$ cat src/rtl/instruction_fetch_stage_pkg.sv
// Shared constants, FSM encoding and IF/ID payload type for the RV32I fetch stage.
package instruction_fetch_stage_pkg;

    localparam int unsigned XLEN = 32;

    localparam logic [XLEN-1:0] NOP_INST      = 32'h0000_0013;
    localparam logic [XLEN-1:0] PC_INC        = 32'd4;
    localparam logic [XLEN-1:0] PC_ALIGN_MASK = 32'hFFFF_FFFC;

    typedef enum logic [1:0] {
        ST_ISSUE = 2'd0,
        ST_WAIT  = 2'd1,
        ST_HOLD  = 2'd2
    } fetch_state_e;

    typedef struct packed {
        logic [XLEN-1:0] inst;
        logic [XLEN-1:0] pc;
        logic            valid;
    } if_id_t;

    // Redirect targets are word aligned; the low two bits are discarded.
    function automatic logic [XLEN-1:0] align_pc(input logic [XLEN-1:0] addr);
        return addr & PC_ALIGN_MASK;
    endfunction

endpackage

$ cat src/rtl/instruction_fetch_stage_if_id_register.sv
// IF/ID pipeline register: bubble has priority over load, otherwise holds.
module if_id_register
    import instruction_fetch_stage_pkg::*;
(
    input  logic            clk,
    input  logic            reset,
    input  logic            i_load,
    input  logic            i_bubble,
    input  logic [XLEN-1:0] i_inst,
    input  logic [XLEN-1:0] i_pc,
    output logic [XLEN-1:0] o_inst,
    output logic [XLEN-1:0] o_pc,
    output logic            o_valid
);

    if_id_t r_ifid;

    always_ff @(posedge clk) begin
        if (!reset) begin
            r_ifid.inst  <= NOP_INST;
            r_ifid.pc    <= '0;
            r_ifid.valid <= 1'b0;
        end else if (i_bubble) begin
            r_ifid.inst  <= NOP_INST;
            r_ifid.pc    <= '0;
            r_ifid.valid <= 1'b0;
        end else if (i_load) begin
            r_ifid.inst  <= i_inst;
            r_ifid.pc    <= i_pc;
            r_ifid.valid <= 1'b1;
        end
    end

    assign o_inst  = r_ifid.inst;
    assign o_pc    = r_ifid.pc;
    assign o_valid = r_ifid.valid;

endmodule

$ cat src/rtl/instruction_fetch_stage.sv
// Fetch front end: owns the PC, runs one outstanding imem request at a time,
// buffers a stalled response in a skid register and feeds the IF/ID register.
module instruction_fetch_stage
    import instruction_fetch_stage_pkg::*;
#(
    parameter logic [XLEN-1:0] RESET_PC = 32'h0000_0000
) (
    input  logic            clk,
    input  logic            reset,
    input  logic            stall,
    input  logic            flush,
    input  logic [XLEN-1:0] redirect_pc,
    output logic            imem_req,
    output logic [XLEN-1:0] imem_addr,
    input  logic            imem_rvalid,
    input  logic [XLEN-1:0] imem_rdata,
    output logic [XLEN-1:0] if_id_inst,
    output logic [XLEN-1:0] if_id_pc,
    output logic            if_id_valid
);

    fetch_state_e    r_state;
    fetch_state_e    w_state_nxt;
    logic [XLEN-1:0] r_pc;
    logic [XLEN-1:0] w_pc_nxt;
    logic            r_drop;
    logic            w_drop_nxt;
    logic [XLEN-1:0] r_skid_inst;
    logic [XLEN-1:0] w_skid_inst_nxt;
    logic [XLEN-1:0] r_skid_pc;
    logic [XLEN-1:0] w_skid_pc_nxt;

    logic            w_ifid_load;
    logic            w_ifid_bubble;
    logic [XLEN-1:0] w_ifid_inst;
    logic [XLEN-1:0] w_ifid_pc;

    // State, PC, drop flag and skid buffer.
    always_ff @(posedge clk) begin
        if (!reset) begin
            r_state     <= ST_ISSUE;
            r_pc        <= RESET_PC;
            r_drop      <= 1'b0;
            r_skid_inst <= '0;
            r_skid_pc   <= '0;
        end else begin
            r_state     <= w_state_nxt;
            r_pc        <= w_pc_nxt;
            r_drop      <= w_drop_nxt;
            r_skid_inst <= w_skid_inst_nxt;
            r_skid_pc   <= w_skid_pc_nxt;
        end
    end

    // Next-state logic; a flush overrides stall and every in-flight decision.
    always_comb begin
        w_state_nxt     = r_state;
        w_pc_nxt        = r_pc;
        w_drop_nxt      = r_drop;
        w_skid_inst_nxt = r_skid_inst;
        w_skid_pc_nxt   = r_skid_pc;
        w_ifid_load     = 1'b0;
        w_ifid_inst     = r_skid_inst;
        w_ifid_pc       = r_skid_pc;

        if (flush) begin
            w_pc_nxt        = align_pc(redirect_pc);
            w_skid_inst_nxt = '0;
            w_skid_pc_nxt   = '0;
            case (r_state)
                ST_WAIT: begin
                    // A response arriving with the flush is simply discarded;
                    // otherwise the still-pending one must be dropped later.
                    if (imem_rvalid) begin
                        w_drop_nxt  = 1'b0;
                        w_state_nxt = ST_ISSUE;
                    end else begin
                        w_drop_nxt  = 1'b1;
                    end
                end
                default: w_state_nxt = ST_ISSUE;
            endcase
        end else begin
            case (r_state)
                ST_ISSUE: w_state_nxt = ST_WAIT;
                ST_WAIT: begin
                    if (imem_rvalid) begin
                        if (r_drop) begin
                            w_drop_nxt  = 1'b0;
                            w_state_nxt = ST_ISSUE;
                        end else begin
                            w_pc_nxt = r_pc + PC_INC;
                            if (stall) begin
                                w_skid_inst_nxt = imem_rdata;
                                w_skid_pc_nxt   = r_pc;
                                w_state_nxt     = ST_HOLD;
                            end else begin
                                w_ifid_load = 1'b1;
                                w_ifid_inst = imem_rdata;
                                w_ifid_pc   = r_pc;
                                w_state_nxt = ST_ISSUE;
                            end
                        end
                    end
                end
                ST_HOLD: begin
                    if (!stall) begin
                        w_ifid_load = 1'b1;
                        w_state_nxt = ST_ISSUE;
                    end
                end
                default: w_state_nxt = ST_ISSUE;
            endcase
        end
    end

    assign w_ifid_bubble = flush | (~stall & ~w_ifid_load);

    assign imem_req  = (r_state == ST_ISSUE) & ~flush;
    assign imem_addr = r_pc;

    if_id_register u_if_id (
        .clk      (clk),
        .reset    (reset),
        .i_load   (w_ifid_load),
        .i_bubble (w_ifid_bubble),
        .i_inst   (w_ifid_inst),
        .i_pc     (w_ifid_pc),
        .o_inst   (if_id_inst),
        .o_pc     (if_id_pc),
        .o_valid  (if_id_valid)
    );

endmodule

$ cat config.mk
export PLATFORM = sky130hd
export DESIGN_NAME = instruction_fetch_stage
export DESIGN_NICKNAME = d
export VERILOG_FILES = /design/src/rtl/instruction_fetch_stage_pkg.sv /design/src/rtl/instruction_fetch_stage_if_id_register.sv /design/src/rtl/instruction_fetch_stage.sv
export SDC_FILE = /design/constraint.sdc
export NUM_CORES = 1
export LEC_CHECK = 0
export ABC_CLOCK_PERIOD_IN_PS = 2900
export CAP_MARGIN = 40
export CORE_UTILIZATION = 50
export CTS_CLUSTER_DIAMETER = 200
export DETAILED_ROUTE_END_ITERATION = 6
export DONT_BUFFER_PORTS = 1
export PLACE_DENSITY_LB_ADDON = 0.2
export SLEW_MARGIN = 15
export SYNTH_ARGS = -nofsm -noshare
export SYNTH_HDL_FRONTEND = slang
export SYNTH_SLANG_ARGS = --single-unit
$ cat constraint.sdc
create_clock -name clk -period 2.9 [get_ports clk]
set_clock_uncertainty 0.1 [all_clocks]
set_input_delay 0.29 -clock clk [delete_from_list [all_inputs] [get_ports clk]]
set_output_delay 0.29 -clock clk [all_outputs]
set_load 0.01 [all_outputs]
==> results.cfg, run 1 <==
[yosys]
ys_warn_count = 0
synthArstFlopShare = 0
synth.avg_cell_area_um2 = 7.93
yosys_register_bits = 158
synth-edff-count = 0
synthMuxAreaShare = 0.00633
synth_area_leaders = dfxtp_1, nand2_1, a311oi_1
synth_area_um2 = 6920
yosysTopAreaCell = dfxtp_1
ys_seq_area_frac = 0.457
synth_flop_cell = dfxtp_1
synth_compound_area_frac = 0.199
synth_top_family_by_area = simple AND/OR/NAND/NOR gates
yosys.area_share.simple = 0.260
synth_cell_types = 51
synth_xor_area_frac = 0.0114
yosysTopAreaCellShare = 0.457
synth_adder_area_share = 0.00904
synthCells = 872

[sta]
setup_viol_count_final = 0
period_needed_ns = 2.54
max_slew.worst_pin.slew_ns = 0.760
hold_viol = 0
rsz0062_at_grt = no
timing.slew.headroom = 0.493
post-route-period-util = 0.874
slew_violations = 0
final.setup.tns_ns = 0
timing.hold.ws_ns = 0.0142
max_freq_mhz = 394

[floorplan]
coreArea_um2 = 13300
ios = 167
row_count = 42
die_x_um = 120
die_height_um = 120
start_util = 0.518
fp.dieArea_um2 = 14300

[status]
outcome = finished clean

[clocking]
cts_buffers = 17
h-tree-depth = 4
cts_buffer_depth = 2
cts_tree = yes
clkTransAtPathRegs_ns = 0.06
root_buffer = clkbuf_16
clock-sinks = 158
cts_resized = 0
clk-insertion-delay-late_ns = 0.43

[pwr]
power.total_mw = 4.79
seqPwrFrac = 0.478
clock_power_share = 0.456
ir_worst_vdd_v = 0.000377
p_switching_mw = 1.11
p_int_mw = 3.67
power_density_nw_per_um2 = 584
combinationalPowerShare = 0.066
p_sw_frac = 0.233
leakagePower_nw = 2.54

[worst_setup_path]
path_buf_inv = 1
critPathRequiredTime_ns = 3.12
critPathKind = reg -> reg
end_kind = flip-flop
critical-path-max-stage-delay_ns = 0.72
slowest_stage = or4_4
critPathTopFamily = simple AND/OR/NAND/NOR gates
startpoint_type = flip-flop
worstPathCellList = inv_1 > ha_1 > nand3b_1 > or4_4 > o311a_1 > a311o_1
cp_max_fo = 22
crit_arrival_ns = 2.76

[cells_and_area]
finalNetCount = 960
multi_input_area_um2 = 3410
layout_commonest_cell = nand2_1
final_cells = 1073
final_cell_mix = nand2_1, dfxtp_1, nor2_1, nand3_1, a21oi_1
fin_util = 0.614
num_antenna_cells = 0
ff_latch_area_um2 = 3160
area_growth_syn_to_layout_pct = 18.5
drive_gt1_frac = 0.0691
fill_cells = 1144

[global_routing]
grt_pass1_vias = 6203
antenna_found_initial = 0
grtUsageTotal = 0.277
grt_overflow = 0
grt_pass1_wl_mm = 31.4
grt_max_degree = 63

[place]
io_buffers = 0
dp.cells = 984
dp_hpwl_mm = 11.9
place_congestion = 0.823

[routing]
drc_errors = 0
wirelength_mm = 19.3
drt-vias-per-instance = 6.00
firstDrtPassIters = 5
antenna_left = 0
routed-via-count = 6435
drt_iter0_markers = 550
avgRoutedWirePerCell_um = 18.0

[flow_run]
maxCapViolations = 0

[min_path]
hp-class = in -> reg
power groups by stage:
stage               Clock [mW]  Sequential [mW]  Combinational (mW)
floorplan                    0             2.31               0.185
global placement             0             2.33               0.221
finish                    2.18             2.29               0.316
detailed placement           0             2.33               0.229
global route              2.30             2.29               0.344
CTS                       2.21             2.29               0.310
stage by stage:
stage          instance area [um2]  setup WS [ns]
6_report                      8200          0.364
4_1_cts                       8190          0.330
2_1_floorplan                 6930          0.706
3_5_place_dp                  7020          0.391
5_1_grt                       8200          0.224
3_3_place_gp                  7020          0.449
sequential cells by signal, summed over array words and instances (netlist names):
signal and cells:
u_if_id.o_valid 1, r_state 2, u_if_id.o_inst 32, u_if_id.o_pc 30
r_skid_pc 30, r_skid_inst 32, imem_addr 30, r_drop 1
final cells by class:
type,count,share of cell area
timing repair buffer,79,0.0970
tap,176,0.0269
clock buffer,26,0.0645
sequential,158,0.386
inverter,8,0.00366
multi-input combinational,622,0.416
clock inverter,4,0.00626
cell usage after synthesis (4+ instances only):
master	instances
inv_1	8
clkbuf_1	67
ha_1	5
o211a_1	9
nor2_1	69
buf_4	4
nor4_1	5
nand2b_1	8
buf_1	5
o21ai_0	24
nand2_1	201
or4_1	11
a21oi_1	66
nand3_1	67
a311oi_1	58
nor2b_1	9
dfxtp_1	158
nand4_1	7
buf_2	9
o31ai_1	10
or3_1	5
xnor2_1	6
a31oi_1	14
routing by layer:
metal / wire length (um) / up-vias / GRT usage / share of wire
met5: 0 / - / 0 / 0
met4: 424 / 0 / 0.105 / 0.022
met3: 1360 / 37 / 0.0803 / 0.070
met2: 9370 / 233 / 0.468 / 0.49
met1: 8120 / 3065 / 0.332 / 0.42
li1: - / 3100 / - / -
final timing paths:
check                                        to  slack (ns)  cells after the start            start
worst min-delay path              imem_addr[10]        0.01                      2  redirect_pc[10]
worst max-delay path              imem_addr[25]        0.36                      6       r_state[1]
worst max register to register    imem_addr[25]        0.36                      6       r_state[1]
worst min register to register  r_skid_inst[22]        0.35                      2  r_skid_inst[22]
repair_timing:
| action | CTS | global route |
|---|---|---|
| setup buffers | 0 | 0 |
| hold endpoints to repair | 94 | 0 |
| hold buffers | 58 | 0 |
logic make-up after synthesis:
logic type      after synthesis
buf+inv                      95
compound gates              200
xor+xnor                      9
flops                       158
mux                           4
simple gates                400
other cells                   1
fa+ha+maj                     5
Note: power is estimated with default switching activity, not from simulation.
==> run 2: changes to the inputs <==
--- a/config.mk
+++ b/config.mk
@@ -11,8 +11,7 @@
 export CTS_CLUSTER_DIAMETER = 200
 export DETAILED_ROUTE_END_ITERATION = 6
 export DONT_BUFFER_PORTS = 1
-export PLACE_DENSITY_LB_ADDON = 0.2
-export SLEW_MARGIN = 15
+export SLEW_MARGIN = 0
 export SYNTH_ARGS = -nofsm -noshare
 export SYNTH_HDL_FRONTEND = slang
 export SYNTH_SLANG_ARGS = --single-unit
==> results.cfg, run 2 (same netlist as run 1, synthesis figures left out) <==
[status]
outcome = finished with violations
violations = negative hold slack

[global_routing]
antenna_found_initial = 1
grt_max_degree = 45
grt_pass1_wl_mm = 30.9
grt_pass1_vias = 6008
grt_overflow = 0
grtUsageTotal = 0.271

[floorplan]
fp.dieArea_um2 = 14300
start_util = 0.518
coreArea_um2 = 13300
row_count = 42
die_x_um = 120
die_height_um = 120
ios = 167

[place]
dp_hpwl_mm = 11.9
place_congestion = 0.832
io_buffers = 0

[cells_and_area]
fill_cells = 1205
final_cell_mix = nand2_1, dfxtp_1, nor2_1, nand3_1, a21oi_1
area_growth_syn_to_layout_pct = 19.3
fin_util = 0.618
finalNetCount = 961
drive_gt1_frac = 0.0722
layout_commonest_cell = nand2_1

[clocking]
root_buffer = clkbuf_16
h-tree-depth = 4
post-cts-setup-buffers = 0
clock-sinks = 158
cts_buffers = 17
cts_buffer_depth = 2
clk-insertion-delay-late_ns = 0.42
clkTransAtPathRegs_ns = 0.06
cts_tree = yes

[worst_setup_path]
cp_max_fo = 37
crit_arrival_ns = 2.95
critPathKind = reg -> reg
startpoint_type = flip-flop
critPathRequiredTime_ns = 3.11
end_kind = flip-flop

[routing]
drc_errors = 0
firstDrtPassIters = 6
wirelength_mm = 19.3
drt_iter0_markers = 432
routed-via-count = 6398
antenna_left = 0
drt-vias-per-instance = 5.94
avgRoutedWirePerCell_um = 17.9

[sta]
setup_viol_count_final = 0
timing.slew.headroom = 0.529
final.setup.tns_ns = 0
max_freq_mhz = 365
timing.hold.ws_ns = -0.00306
rsz0062_at_grt = no
slew_violations = 0
period_needed_ns = 2.74
max_slew.worst_pin.slew_ns = 0.704
hold_viol = 1
post-route-period-util = 0.944

[pwr]
ir_worst_vdd_v = 0.000342
leakagePower_nw = 2.56
power_density_nw_per_um2 = 608
power.total_mw = 5.02

[min_path]
hp-class = in -> reg

[flow_run]
maxCapViolations = 0
==> run 2: cell type report <==
cell class              count  area [um2]  area share
diodes                      1        2.50    0.000303
clock buffers              21         450      0.0546
clock inverters            11         189      0.0229
inverters                   8        30.0     0.00364
multi-input cells         622        3410       0.413
flip-flops and latches    158        3160       0.383
well taps                 176         220      0.0267
repair buffers             80         788      0.0955
==> run 2: repair_timing <==
item,4_1_cts,5_1_grt
hold endpoints to repair,94,0
resized for setup,0,0
hold buffers,57,0
==> run 2: critical path, cell delays in order (launching register included) <==
cell and delay [ns]:
dfxtp_1 0.32, inv_1 0.11, ha_1 0.26, and3b_2 0.27, buf_4 0.44, nand4_1 0.18
xnor2_1 0.17, o211a_1 0.21, dlygate4sd3_1 0.54
==> run 2: per-stage QoR <==
step                      hold WS, ns  cells  setup WS (ns)  area (um2)
final                        -0.00306   1077          0.163        8250
after global routing          0.00479   1077         0.0353        8250
after CTS                    0.000316   1075          0.188        8220
after detailed placement        0.317    986          0.381        7010
after global placement          0.313    986          0.429        7010
after floorplan                 0.326    875          0.706        6930
==> run 2: path summary, 6_finish.rpt <==
kind	slack (ns)	from	to	depth (start not counted)
max	0.16	r_state[1]	imem_addr[6]	8
min	-0.003	redirect_pc[28]	imem_addr[28]	2
max reg2reg	0.16	r_state[1]	imem_addr[6]	8
min reg2reg	0.35	r_skid_inst[0]	r_skid_inst[0]	2
==> run 2: metal layers <==
metal  up-vias  wire (um)  GRT usage
met5         -          0          0
met4         0        458      0.110
met3        36       1270     0.0708
met2       217       9330      0.453
met1      3031       8210      0.331
li1       3114          -          -
==> run 2: report_power, final <==
group	internal (mW)	switching, mW	total, mW
Sequential	2.21	0.0803	2.29
Clock	1.55	0.875	2.42
Combinational	0.130	0.176	0.306
